$ cat src/rtl/id_ex_skid_stage.sv
`default_nettype none
// ============================================================================
//  Module      : id_ex_skid_stage
//  Description : ID/EX pipeline register with a valid/ready handshake and a
//                2-entry skid buffer (main register + one skid entry).
//                Splits the EX control field into RegDst / ALUOp / ALUSrc,
//                supports flush (NOP bubble insertion) and counts stall
//                cycles with a saturating counter.
//  Ports       : clk_IDEX / rst_IDEX        clock, sync active-high reset
//                in_valid / in_ready        upstream handshake (decode)
//                out_valid / out_ready      downstream handshake (EX)
//                flush                      drop all held and incoming payloads
//                *_IN                       payload from decode
//                nextInst..WB, RegDst,      registered payload to EX
//                ALUOp, ALUSrc
//                stall_cnt                  saturating back-pressure counter
//  Revision    : 1.0  initial release
// ============================================================================
module id_ex_skid_stage #(
    parameter int DATA_W  = 32,
    parameter int PC_W    = 8,
    parameter int REG_W   = 5,
    parameter int M_W     = 3,
    parameter int WB_W    = 2,
    parameter int ALUOP_W = 2,
    parameter int CNT_W   = 16,
    parameter int EX_W    = ALUOP_W + 2
) (
    input  logic               clk_IDEX,
    input  logic               rst_IDEX,
    input  logic               in_valid,
    output logic               in_ready,
    input  logic               flush,
    input  logic [PC_W-1:0]    nextInst_IN,
    input  logic [DATA_W-1:0]  regData1_IN,
    input  logic [DATA_W-1:0]  regData2_IN,
    input  logic [DATA_W-1:0]  rdshfunct_IN,
    input  logic [REG_W-1:0]   rd_IN,
    input  logic [REG_W-1:0]   rt_IN,
    input  logic [M_W-1:0]     M_IN,
    input  logic [EX_W-1:0]    EX_IN,
    input  logic [WB_W-1:0]    WB_IN,
    output logic               out_valid,
    input  logic               out_ready,
    output logic [PC_W-1:0]    nextInst,
    output logic [DATA_W-1:0]  regData1,
    output logic [DATA_W-1:0]  regData2,
    output logic [DATA_W-1:0]  rdshfunct,
    output logic [REG_W-1:0]   rd,
    output logic [REG_W-1:0]   rt,
    output logic [M_W-1:0]     M,
    output logic [WB_W-1:0]    WB,
    output logic               RegDst,
    output logic [ALUOP_W-1:0] ALUOp,
    output logic               ALUSrc,
    output logic [CNT_W-1:0]   stall_cnt
);

    // Payload packing: control fields occupy the low bits so a flush can
    // zero them with a single slice while the data fields keep their values.
    localparam int WB_LO  = 0;
    localparam int EX_LO  = WB_LO + WB_W;
    localparam int M_LO   = EX_LO + EX_W;
    localparam int CTL_W  = M_LO + M_W;
    localparam int RT_LO  = CTL_W;
    localparam int RD_LO  = RT_LO + REG_W;
    localparam int IMM_LO = RD_LO + REG_W;
    localparam int R2_LO  = IMM_LO + DATA_W;
    localparam int R1_LO  = R2_LO + DATA_W;
    localparam int PC_LO  = R1_LO + DATA_W;
    localparam int PAY_W  = PC_LO + PC_W;

    localparam logic [CNT_W-1:0] CNT_MAX = {CNT_W{1'b1}};

    typedef enum logic [1:0] {
        EMPTY = 2'd0,
        ONE   = 2'd1,
        TWO   = 2'd2
    } state_t;

    state_t             state;
    logic [PAY_W-1:0]   main_pay;
    logic [PAY_W-1:0]   skid_pay;
    logic [PAY_W-1:0]   in_pay;
    logic               accept;
    logic               drain;
    logic               load_main;
    logic               load_skid;

    assign in_pay = {nextInst_IN, regData1_IN, regData2_IN, rdshfunct_IN,
                     rd_IN, rt_IN, M_IN, EX_IN, WB_IN};

    // Skid entry is only occupied in TWO; readiness drops during reset.
    assign in_ready  = (state != TWO) && !rst_IDEX;
    assign out_valid = (state != EMPTY);
    assign accept    = in_valid && in_ready;
    assign drain     = out_valid && out_ready;

    // Main register loads whenever its current content leaves (or it is
    // empty) and something is available; in TWO the source is the skid.
    assign load_main = ((state == EMPTY) && accept) ||
                       ((state == ONE)   && accept && drain) ||
                       ((state == TWO)   && drain);
    assign load_skid = (state == ONE) && accept && !drain;

    always_ff @(posedge clk_IDEX) begin
        if (rst_IDEX) begin
            state     <= EMPTY;
            main_pay  <= '0;
            skid_pay  <= '0;
            stall_cnt <= '0;
        end else begin
            if (out_valid && !out_ready && (stall_cnt != CNT_MAX))
                stall_cnt <= stall_cnt + CNT_W'(1);

            if (flush) begin
                state                <= EMPTY;
                skid_pay             <= '0;
                main_pay[CTL_W-1:0]  <= '0;
            end else begin
                case (state)
                    EMPTY:   if (accept) state <= ONE;
                    ONE: begin
                        if (accept && !drain)      state <= TWO;
                        else if (!accept && drain) state <= EMPTY;
                    end
                    TWO:     if (drain) state <= ONE;
                    default: state <= EMPTY;
                endcase

                if (load_main)
                    main_pay <= (state == TWO) ? skid_pay : in_pay;
                if (load_skid)
                    skid_pay <= in_pay;
            end
        end
    end

    assign nextInst  = main_pay[PC_LO  +: PC_W];
    assign regData1  = main_pay[R1_LO  +: DATA_W];
    assign regData2  = main_pay[R2_LO  +: DATA_W];
    assign rdshfunct = main_pay[IMM_LO +: DATA_W];
    assign rd        = main_pay[RD_LO  +: REG_W];
    assign rt        = main_pay[RT_LO  +: REG_W];
    assign M         = main_pay[M_LO   +: M_W];
    assign WB        = main_pay[WB_LO  +: WB_W];
    assign RegDst    = main_pay[EX_LO + EX_W - 1];
    assign ALUOp     = main_pay[EX_LO + 1 +: ALUOP_W];
    assign ALUSrc    = main_pay[EX_LO];

endmodule
`default_nettype wire

$ cat config.mk
export PLATFORM = sky130hd
export DESIGN_NAME = id_ex_skid_stage
export DESIGN_NICKNAME = d
export VERILOG_FILES = /design/src/rtl/id_ex_skid_stage.sv
export SDC_FILE = /design/constraint.sdc
export NUM_CORES = 1
export LEC_CHECK = 0
export ABC_AREA = 0
export BUFFER_PORTS_ARGS = -buffer_cell sky130_fd_sc_hd__clkbuf_2
export CAP_MARGIN = 20
export CORE_UTILIZATION = 48
export CTS_CLUSTER_DIAMETER = 50
export DETAILED_ROUTE_END_ITERATION = 12
export PLACE_DENSITY = 0.76
export SYNTH_ARGS = -nofsm -noshare
export SYNTH_HDL_FRONTEND = slang
export SYNTH_SLANG_ARGS = --single-unit
$ cat constraint.sdc
create_clock -name clk_IDEX -period 1.6 [get_ports clk_IDEX]
set_input_delay 0.16 -clock clk_IDEX [delete_from_list [all_inputs] [get_ports clk_IDEX]]
set_output_delay 0.16 -clock clk_IDEX [all_outputs]
set_load 0.01 [all_outputs]
# Word-level counts from Yosys, hierarchy flattened
# Cells that the tools add are included.
dict set report totals {
  romBits 0
  memories 0
  input_bits 128
  ram_bits 0
  register_bits 264
  output_inout_bits 141
  latch_bits 0
  wordCells 43
}
dict set report classes {
  n_lt_le_gt_ge 0
  n_mul 0
  n_reduce_logical 23
  eq_ne 7
  div_mod_pow 0
  n_addsub 1
  shifts 0
  n_bitwise 1
  n_mux 6
}
# op n
set op_table {}
lappend op_table {{two-way mux 123 bit} 1}
lappend op_table {{adder 16 x 1 -> 16 bit, second input constant} 1}
lappend op_table {{inequality test 16 bit, second input constant} 1}
lappend op_table {{logical AND 1 bit} 12}
lappend op_table {{two-way mux 2 bit} 4}
lappend op_table {{inequality test 2 bit, second input constant} 3}
lappend op_table {{one-hot mux 2 bit (3 select lines)} 1}
lappend op_table {{logical NOT 1 bit} 4}
lappend op_table {{inequality test 3 x 1 -> 1 bit, second input constant} 1}
lappend op_table {{AND reduction 3 bit} 1}
lappend op_table {{equality test 2 x 1 -> 1 bit, second input constant} 1}
lappend op_table {{equality test 2 bit, second input constant} 1}
lappend op_table {{logical NOT 2 bit} 1}
lappend op_table {{logical OR 1 bit} 2}
lappend op_table {{AND reduction 2 bit} 1}
lappend op_table {{nonzero test 2 bit} 1}
lappend op_table {{OR reduction 2 bit} 1}
lappend op_table {{NOT 1 bit} 1}

# Depth between registers and ports, before layout
dict set report logic_depth {
  word_depth 8
  depth_mapped 7
}

# Worst setup path after synthesis
# Ideal clock, no wire load.
dict set report synth_path {
  path_type {register to register}
  start {register stall_cnt[7]}
  end {register stall_cnt[11]}
  setup_time_ns 0.121
  arrival_time_ns 1.468
  period_less_slack_ns 1.588
  setup_slack_ns 0.012
  n_path_buf 1
  stages_incl_launch_ff 5
  cell_sequence {dfxtp_1 > nand4_2 > buf_2 > nor4b_1 > mux2_2}
}
dict set report synth_between {
  elab_chain_len 2
  word_cells_on_any_way 3
  cone_classes {add/sub (1); eq/ne (1); reduce/logical (1)}
}
# item line_no
set synth_lines {}
lappend synth_lines {{start, declared} 56} ;# output logic [CNT_W-1:0] stall_cnt
lappend synth_lines {{start signal, assigned} 114} ;# stall_cnt <= stall_cnt + CNT_W'(1);
lappend synth_lines {{parallel branches: the longest is 2 deep, another holds adder 16 x 1 -> 16 bit} --}
# Several ways; the timed one is not identified.
# A chain may end at the register's enable or synchronous reset.

# Worst setup path in the final report
dict set report layout_path {
  start {register state[0]}
  end {register main_pay[114]}
}
dict set report layout_between {
  elab_chain_len 8
  word_cells_on_any_way 16
  cone_classes {eq/ne (3); mux (1); reduce/logical (12)}
}
# item line_no
set layout_lines {}
lappend layout_lines {{start, declared} 81} ;# state_t state;
lappend layout_lines {{start signal, assigned} 108} ;# state <= EMPTY;
lappend layout_lines {{start signal, assigned} 117} ;# state <= EMPTY;
lappend layout_lines {{start signal, assigned} 122} ;# EMPTY: if (accept) state <= ONE;
lappend layout_lines {{inequality test 2 bit} 94} ;# assign in_ready = (state != TWO) && !rst_IDEX;
lappend layout_lines {{logical AND 1 bit} 94}
lappend layout_lines {{logical AND 1 bit} 96} ;# assign accept = in_valid && in_ready;
lappend layout_lines {{logical AND 1 bit (2 in series)} 102} ;# ((state == ONE) && accept && drain) ||
lappend layout_lines {{logical OR 1 bit} 101} ;# assign load_main = ((state == EMPTY) && accept) ||
lappend layout_lines {{logical OR 1 bit} 102}
lappend layout_lines {{AND reduction 2 bit (no source line)} --}
lappend layout_lines {{end signal, assigned} 132} ;# main_pay <= (state == TWO) ? skid_pay : in_pay;
lappend layout_lines {{end, declared} 82} ;# logic [PAY_W-1:0] main_pay;
# Parallel ways exist; a longest one is shown, timed or not.

==> out/summary.txt <==
Status -> complete, but fails checks
Failing checks -> negative setup slack
Dpl hpwl -> 19.2 mm
Vias per cell -> 5.87
VDD IR max -> 801 µV
# DRC -> 0
Die Wd -> 153 µm
Critical path class -> flop to flop
Slack of the critical path -> -67.8 ps
RD Place Congestion -> 0.845
Setup-failing EPs final -> 11
ANT nets after route -> 0
Area post-placement -> 12900 µm²
Initial antenna violation count -> 1
Routed WL -> 37.0 mm
Placeable Area -> 22100 µm²
MaxCap Viol Count -> 0
Design Power -> 16.5 mW
Fin Clk Skew -> 14.1 ps
CTS tree -> yes
Post-route cell area -> 16100 µm²
Wire length per cell -> 19.2 µm
CP max stage cell -> dfxtp_4
Clock Pin Slew Worst Setup and Hold Paths -> 60 ps
Worst min path class -> input port to flop
Fin crit share -> 104%
Inserted Clock Buffers -> 35
Critical Path AT -> 2050 ps
Critical path data required time -> 1980 ps
Synthesized net count -> 1366
Starting Density -> 49.6%
Post-synthesis register bit count -> 264
Synth top area cells -> dfxtp_1, a21oi_1, mux2i_1
Synth area leader -> dfxtp_1
Final Hold Fails -> 0
Initial DRC Count -> 736
Clock sinks -> 264
Unique masters post-synth -> 42
Synth warnings -> 0
Vias in the first global route -> 10800
Fill cells -> 1495
# IOs -> 269
CTS HTree Levels -> 2
Critical path peak fanout -> 19
First-pass GRT wire length -> 55.0 mm
Layout cell share with drive strength beyond 1 -> 29.4%
RSZ-0062 raised after global routing -> true
Clk root buf -> clkbuf_16
Largest net degree at the start of global routing -> 76
Mapped Cells -> 1237
Crit-path max cell delay -> 390 ps
Min Clock Period, post-route -> 1670 ps
Number of cell rows -> 54
CP Capture Type -> flop
Final Net Count -> 1755
Util after Layout -> 73.0%
Max_slew headroom -> 49.7%
Clock Latency Late Sink -> 500 ps
Share of the synthesized area in the top cell type -> 48.2%
Die area -> 23500 µm²
CP cell instances -> nand2b_4 > a32o_4 > clkbuf_16 > buf_16 > a311oi_1
CP Launch Type -> flop
Synthesized area per cell -> 8.86 µm²
P per Cell Area -> 1020 nW/µm²
Synthesized area -> 11000 µm²
Clk buf depth -> 3
Slew at the pin closest to its max-slew limit -> 754 ps
DIE HEIGHT -> 153 µm
Pre-CTS worst setup slack -> -188 ps
DRT Pass-1 Iters -> 6
Leak pwr -> 6.89 nW
DR vias -> 11300
Max Slew Vio Count -> 0
Tot GR Track Use -> 28.6%
Seq/Total Area, Yosys -> 48.2%
Number of port buffers -> 268
Highest clock rate -> 600 MHz
Final hold slack -> 135 ps
P&R area growth vs syn -> 47.1%
GRT overflow -> 0
layer usage:
layer | up-vias | share of wire (%) | GRT usage [%]
met2 | 570 | 49 | 49.2
met1 | 5339 | 38 | 33.7
li1 | 5258 | - | -
met3 | 170 | 6.9 | 5.05
met5 | - | 0 | 0
met4 | 0 | 5.9 | 16.0
kinds of logic after synthesis:
kind of cell,after synthesis,synth area share (%)
AO/OA/AOI/OAI,389,22.5
XOR/XNOR,1,0.0799
adder cells (fa/ha/maj),1,0.114
buffers and inverters,129,5.49
flip-flops,264,48.2
multiplexers,118,10.8
AND/OR/NAND/NOR,335,12.8
cells in the mapped netlist, drive strengths merged:
master,number
or2,2
inv,3
a21oi,249
o31ai,4
nor4bb,1
and3,1
o21ai,4
a32o,1
buf,63
nor2,22
a311oi,123
dfxtp,264
and2,1
o31a,1
nor2b,4
and4,1
nand3,7
clkbuf,63
or4b,1
o21ba,1
nand2b,3
o41ai,4
mux2,2
or4,4
nand4,6
nand2,272
nor4,2
xor2,1
mux2i,116
ha,1
nor4b,1
nor3,2
or3,5
a211oi,2
per-stage QoR:
step,TNS (ps),cells
final,-233,1931
after global routing,-2230,1931
after CTS,-39.0,1917
after detailed placement,-7530,1725
after global placement,-21.1,1725
after floorplan,0,1237
cell usage in the layout (no fill, tap or decap), types with 7 or more instances in the layout:
cell type      instances
nor2_1                20
dlygate4sd3_1        125
clkbuf_1               9
a311oi_1              94
dfxtp_1              254
nand2_1              272
a311oi_2              29
a21oi_1              235
mux2i_1              114
clkbuf_2             266
a21oi_2               14
clkbuf_16             44
buf_4                 43
buf_12                21
dfxtp_2                7
buf_16                 8
layout make-up:
type                       count  area [µm²]  area share (%)
clock inverter                12         158           0.977
sequential                   264        5310            32.9
timing repair buffer         478        3840            23.8
multi-input combinational    844        5460            33.9
inverter                       3        16.3           0.101
tap                          280         350            2.17
antenna                        1        2.50          0.0155
clock buffer                  49        1000            6.21
repair_timing:
action	in CTS	in global routing
resized for setup	15	79
hold buffers	125	0
endpoints found under the setup margin	189	164
buffers inserted	2	5
cloned	4	8
pin swaps	5	58
hold endpoints to repair	133	0
final timing paths:
| path | from | to | cells after the start | slack [ps] |
|---|---|---|---|---|
| max reg2reg | state[0] | main_pay[114] | 5 | -70 |
| min | out_ready | state[0] | 5 | 130 |
| min reg2reg | skid_pay[61] | skid_pay[61] | 2 | 450 |
| max | state[0] | main_pay[114] | 5 | -70 |
power by group:
part           leakage [nW]  total, mW  switching, mW  internal [mW]
combinational          4.18       1.89          0.994          0.896
clock                 0.561       7.75           2.88           4.87
sequential             2.15       6.87          0.115           6.75
registers in the layout, indices dropped and copies added (netlist names):
register and cells:
skid_pay 123, main_pay 123, state 2, stall_cnt 16
critical path, delay by kind of cell, from the launching register on:
kind / cells / cell delay [ps]
compound gates: 2 / 730
simple gates: 1 / 80
buf+inv: 2 / 350
flops: 1 / 390
(Power assumes the default switching activity.)
